$ cat config.mk
export PLATFORM = sky130hd
export DESIGN_NAME = sis_sched
export DESIGN_NICKNAME = d
export VERILOG_FILES = /design/src/rtl/sis_sched.sv
export SDC_FILE = /design/constraint.sdc
export NUM_CORES = 1
export LEC_CHECK = 0
export CAP_MARGIN = 20
export CORE_AREA = 2 2 416 418
export DETAILED_ROUTE_END_ITERATION = 16
export DIE_AREA = 0 0 418 420
export GPL_TIMING_DRIVEN = 1
export PLACE_DENSITY_LB_ADDON = 0.05
export SYNTH_ARGS = -nofsm -noshare
export SYNTH_HDL_FRONTEND = slang
export SYNTH_SLANG_ARGS = --single-unit
$ cat constraint.sdc
create_clock -name clk -period 3.3 [get_ports clk]
set_clock_uncertainty 0.05 [all_clocks]
set_input_delay 0.66 -clock clk [delete_from_list [all_inputs] [get_ports clk]]
set_output_delay 0.66 -clock clk [all_outputs]
set_load 0.02 [all_outputs]
$ cat src/rtl/sis_sched.sv
// rtl/sis_sched.sv - row scheduler feeding the transform input-selection datapath
module sis_sched #(
   parameter int WIDTH = 16,
   parameter int MAX_N = 32
) (
   input  logic                           clk,
   input  logic                           rst_n,
   input  logic                           cfg_valid,
   output logic                           cfg_ready,
   input  logic [1:0]                     cfg_type,
   input  logic [2:0]                     cfg_log2n,
   input  logic [5:0]                     cfg_rows,
   input  logic                           in_valid,
   output logic                           in_ready,
   input  logic signed [MAX_N*WIDTH-1:0]  in_row,
   output logic [1:0]                     sis_type,
   output logic signed [MAX_N*WIDTH-1:0]  sis_row,
   output logic                           out_valid,
   input  logic                           out_ready,
   output logic                           out_last,
   output logic [4:0]                     out_row_idx,
   output logic                           busy,
   output logic                           err_cfg
);

   typedef enum logic [1:0] {S_IDLE, S_RUN, S_DRAIN} state_t;

   state_t                  state_q, state_d;
   logic [1:0]              type_q, type_d;
   logic [31:0]             n_q, n_d;
   logic [5:0]              rows_q, rows_d;
   logic                    first_q, first_d;
   logic [4:0]              idx_q, idx_d;
   logic                    last_q, last_d;
   logic                    valid_q, valid_d;
   logic [MAX_N*WIDTH-1:0]  row_q, row_d;
   logic                    err_q, err_d;

   logic                    cfg_legal;
   logic                    accept;
   logic [4:0]              next_idx;
   logic                    next_is_last;

   assign cfg_ready   = (state_q == S_IDLE);
   assign in_ready    = (state_q == S_RUN) && (!valid_q || out_ready);
   assign busy        = (state_q != S_IDLE);
   assign sis_type    = type_q;
   assign sis_row     = row_q;
   assign out_valid   = valid_q;
   assign out_last    = last_q;
   assign out_row_idx = idx_q;
   assign err_cfg     = err_q;

   assign cfg_legal    = (cfg_type != 2'b11) && (cfg_log2n >= 3'd2) && (cfg_log2n <= 3'd5)
                         && (cfg_rows != 6'd0) && (cfg_rows <= 6'd32);
   assign accept       = in_valid && in_ready;
   // The first accepted row of a block gets index 0; later rows count up from there.
   assign next_idx     = first_q ? 5'd0 : idx_q + 5'd1;
   assign next_is_last = ({1'b0, next_idx} == rows_q - 6'd1);

   // Next-state and datapath update: config latch, row capture with lane masking, handshake.
   always_comb begin
      state_d = state_q;
      type_d  = type_q;
      n_d     = n_q;
      rows_d  = rows_q;
      first_d = first_q;
      idx_d   = idx_q;
      last_d  = last_q;
      valid_d = valid_q;
      row_d   = row_q;
      err_d   = 1'b0;
      case (state_q)
         S_IDLE: begin
            if (cfg_valid) begin
               if (cfg_legal) begin
                  type_d  = cfg_type;
                  n_d     = 32'd1 << cfg_log2n;
                  rows_d  = cfg_rows;
                  first_d = 1'b1;
                  idx_d   = 5'd0;
                  last_d  = 1'b0;
                  state_d = S_RUN;
               end else begin
                  err_d = 1'b1;
               end
            end
         end
         S_RUN: begin
            if (accept && next_is_last) state_d = S_DRAIN;
         end
         S_DRAIN: begin
            if (valid_q && out_ready && last_q) state_d = S_IDLE;
         end
         default: state_d = S_IDLE;
      endcase
      if (accept) begin
         valid_d = 1'b1;
         idx_d   = next_idx;
         last_d  = next_is_last;
         first_d = 1'b0;
         for (int i = 0; i < MAX_N; i++) begin
            row_d[i*WIDTH +: WIDTH] = ($unsigned(i) < n_q) ? in_row[i*WIDTH +: WIDTH] : '0;
         end
      end else if (out_ready) begin
         valid_d = 1'b0;
         last_d  = 1'b0;
      end
   end

   // FSM state register.
   always_ff @(posedge clk or negedge rst_n) begin
      if (!rst_n) state_q <= S_IDLE;
      else        state_q <= state_d;
   end

   // Block configuration, output row and handshake registers.
   always_ff @(posedge clk or negedge rst_n) begin
      if (!rst_n) begin
         type_q  <= 2'b00;
         n_q     <= 32'd0;
         rows_q  <= 6'd0;
         first_q <= 1'b0;
         idx_q   <= 5'd0;
         last_q  <= 1'b0;
         valid_q <= 1'b0;
         row_q   <= '0;
         err_q   <= 1'b0;
      end else begin
         type_q  <= type_d;
         n_q     <= n_d;
         rows_q  <= rows_d;
         first_q <= first_d;
         idx_q   <= idx_d;
         last_q  <= last_d;
         valid_q <= valid_d;
         row_q   <= row_d;
         err_q   <= err_d;
      end
   end

endmodule

==> results by group <==
Logic synthesis
  • Simple-Gate Fraction of Synth Area: 4.00%
  • XOR/XNOR share of the synthesized area: 0.446%
  • Main combinational cell family by area after synthesis: compound AO/OA/AOI/OAI gates
  • Post-synthesis mux area share: 0.503%
  • Post-synth EDFFs: 0
  • Yosys warns: 0
  • Main synth FF type: dfrtp_1
  • Mapped Nets: 1923
  • Post-Syn Area: 19600 um2
  • Post-synthesis compound-gate area fraction: 23.7%
  • Count leader, synth: dfrtp_1
  • Mapped Cells: 1393
  • Post-synth top cells: dfrtp_1 (539), a22o_1 (480), nand2_1 (83), clkbuf_1 (71), buf_2 (33)
  • Sequential area share after synthesis: between 60% and 70%
  • Yosys top cell area share: between 60% and 70%
  • Async S/R FF share, synth: 100%
  • Post-synth cell types: 50
  • Synthesized area per cell: 14.1 um2
  • Count of state elements after synthesis: 539
  • Ranking of synthesized cells by area: dfrtp_1 (69%), a22o_1 (21%), nand2_1 (1.6%)
  • Most area-hungry cell type in the Yosys netlist: dfrtp_1
  • Post-Synth Adder-Cell Area: 0.127%

Timing
  • Final Cycle Share: 90.2%
  • Worst slew margin: 34.7%
  • Final TNS setup: 0 ps
  • Crit path time final: 2980 ps
  • Max Clock Freq: 0.336 GHz
  • RSZ-0062 raised after global routing: false
  • Final worst slack: 322 ps
  • Worst Tran Pin Value: 975 ps
  • Pins Over Slew Limit: 0
  • Final setup fails: 0
  • Final Hold Violating Endpoints: 0

Setup path
  • CP startpoint kind: flip-flop
  • Worst setup path class: reg -> out
  • Worst Path Arrival: 2270 ps
  • CP required: between 2000 and 3000 ps
  • Crit Path Max Fanout: 5
  • Buffer and inverter count on the worst path: 1
  • Worst path cell trace: nor2b_1, and2_1, clkdlybuf4s50_1
  • Worst path max stage delay: 620 ps
  • Slowest-stage cell, CP: clkdlybuf4s50_1
  • Worst r2r src: n_q[5]$_DFFE_PN0P_
  • CP Capture Type: output pin
  • Family with the most delay on the worst path: simple AND/OR/NAND/NOR gates
  • Crit path from: state_q[0]$_DFFE_PN0P_

Floorplan
  • I/O Pins: around 1100
  • Core footprint: 171000 um2
  • DIE HEIGHT: 420 um
  • Chip Width: around 420 um
  • Initial Utilization: 11.5%
  • FP Rows: 152
  • Die ar.: 176000 um2

Run
  • Max-cap violations: 0

Placement
  • Port bufs: 1052
  • Placed Area: about 33000 um2
  • Pre-CTS setup slack: roughly 260 ps
  • Post-Place Cells: 4640
  • Hpwl dp: 94300 um
  • RePlAce Congestion: 0.774

Power and ir drop
  • Clock Power Share: 21.4%
  • Leak pwr: 0.0150 uW
  • Comb pwr share: roughly half
  • PwrDens: 1140 nW/um2
  • P_sw: 16600 uW
  • Cell-internal power: 24400 uW
  • Pwr Total: 41000 uW
  • Reg power frac: 29.1%
  • Sw frac: 40.5%
  • Maximum vdd drop: around 380 uV

Clock tree
  • Clk sinks: 539
  • TritonCTS clock tree: yes
  • H-tree levels: 3
  • PostCTS Resize Cnt: 0
  • CTS buffer count: 78
  • Clk Latency, worst-skew pair: roughly 650 ps
  • Clock Root Buffer: clkbuf_16
  • CTS clock-pin slew for the worst setup and hold paths: about 50 ps
  • Max Root-Sink Buffers: 3

Drt
  • Antenna Nets Post-Route: 0
  • Vias: between 15000 and 20000
  • WL/cell: 25.4 um
  • Starting DRT DRC Count: 929
  • Drt via density: around 3.6
  • Router iterations before antenna repair: 5
  • # DRC: 0
  • Final WL: 122000 um

Layout
  • Fin cells: 4804
  • Layout cells sized above 1: 9.18%
  • Final nets: 3018
  • Layout area overhead: 83.7%
  • Post-route cell area: 36100 um2

Outcome
  • Status: finished, final reports clean

Hold path
  • Hold path startpoint: sis_row[500]$_DFFE_PN0P_
  • Worst Hold Class: reg -> reg

Global routing
  • Grt total ovfl: 0
  • Initial antenna violation count: 37
  • First-pass GRT wire length: between 150000 and 200000 um
  • Largest net degree at the start of global routing: 105
  • Gr usage total: 13.4%
  • Vias in the first global route: between 15000 and 20000
[path summary, 6_finish.rpt]
path / to / slack (ps) / depth (start not counted)
max: in_ready / 320 / 3
min: sis_row[500]$_DFFE_PN0P_ / 420 / 2
max reg2reg: sis_row[40]$_DFFE_PN0P_ / 970 / 5
min reg2reg: sis_row[500]$_DFFE_PN0P_ / 420 / 2
max in group asynchronous: sis_row[378]$_DFFE_PN0P_ / 1700 / 4
min in group asynchronous: sis_row[83]$_DFFE_PN0P_ / 500 / 2
[cells by family (layout without fill, tap and decap cells)]
family / count (synthesis) / after routing
compound gates: 555 / 555
xor+xnor: 10 / 10
fa+ha+maj: 2 / 2
buf+inv: 119 / 1274
flops: 539 / 539
mux: 9 / 9
other cells: 0 / 23
simple gates: 159 / 159
[state kept, by name (all words and copies together) (netlist names)]
register / flops
out_valid: 1
first_q: 1
state_q: 2
out_row_idx: 5
sis_row: 512
rows_q: 6
err_cfg: 1
sis_type: 2
out_last: 1
n_q: 8
[worst register-to-register path, delay by kind of cell, from the launching register on]
| kind | cells | cell delay [ps] |
|---|---|---|
| AOI/OAI and AO/OA | 2 | 410 |
| DFF | 1 | 400 |
| and+or+nand+nor | 2 | 1100 |
| buffers and inverters | 1 | 240 |
[layer usage]
metal	track usage (%)	wire (um)	part of all wire [%]
met1	14.9	46500	38
met2	23.3	63300	52
met3	4.35	8730	7.2
met4	5.54	3340	2.7
met5	0.639	24	0.020
[cells in the final DEF, fill, tap and decap left out, types with 9 or more instances in the layout]
master	instances
nand3_1	21
o21ai_0	30
clkbuf_16	79
buf_4	53
dfrtp_1	539
clkbuf_8	26
a22o_1	480
clkdlybuf4s50_1	1051
nand2_1	83
buf_12	19
a21oi_2	20
clkbuf_1	20
nor2_1	14
diode_2	23
inv_1	9
[what timing repair did]
item | 4_1_cts | 5_1_grt
hold buffers | 1 | 0
setup endpoints to repair | 0 | 0
setup buffers | 0 | 0
hold endpoints to repair | 40 | 0
[power by group through the flow]
| stage | Clock, uW | Combinational [uW] | Sequential (uW) |
|---|---|---|---|
| 3_3_place_gp | 0 | 20800 | 12000 |
| 6_report | 8780 | 20300 | 11900 |
| 2_1_floorplan | 0 | 5320 | 15500 |
| 3_5_place_dp | 0 | 20800 | 12000 |
| 4_1_cts | 9250 | 20800 | 11900 |
| 5_1_grt | 9520 | 21400 | 12300 |
[cell type report]
class | count | area [um2]
Clock inverter | 15 | 234
Sequential cell | 539 | 13500
Inverter | 9 | 33.8
Tap cell | 2233 | 2790
Clock buffer | 125 | 2410
Fill cell | 18398 | 135000
Antenna cell | 23 | 57.6
Multi-Input combinational cell | 735 | 5740
Timing Repair Buffer | 1125 | 11300
[through the flow]
| stage | hold WS (ps) | utilization, % |
|---|---|---|
| 2_1_floorplan | 314 | - |
| 3_3_place_gp | 406 | 19.5 |
| 3_5_place_dp | 407 | 19.5 |
| 4_1_cts | 412 | 21.1 |
| 5_1_grt | 432 | 21.1 |
| 6_report | 416 | 21.1 |
Power figures use the tool's default switching activity.
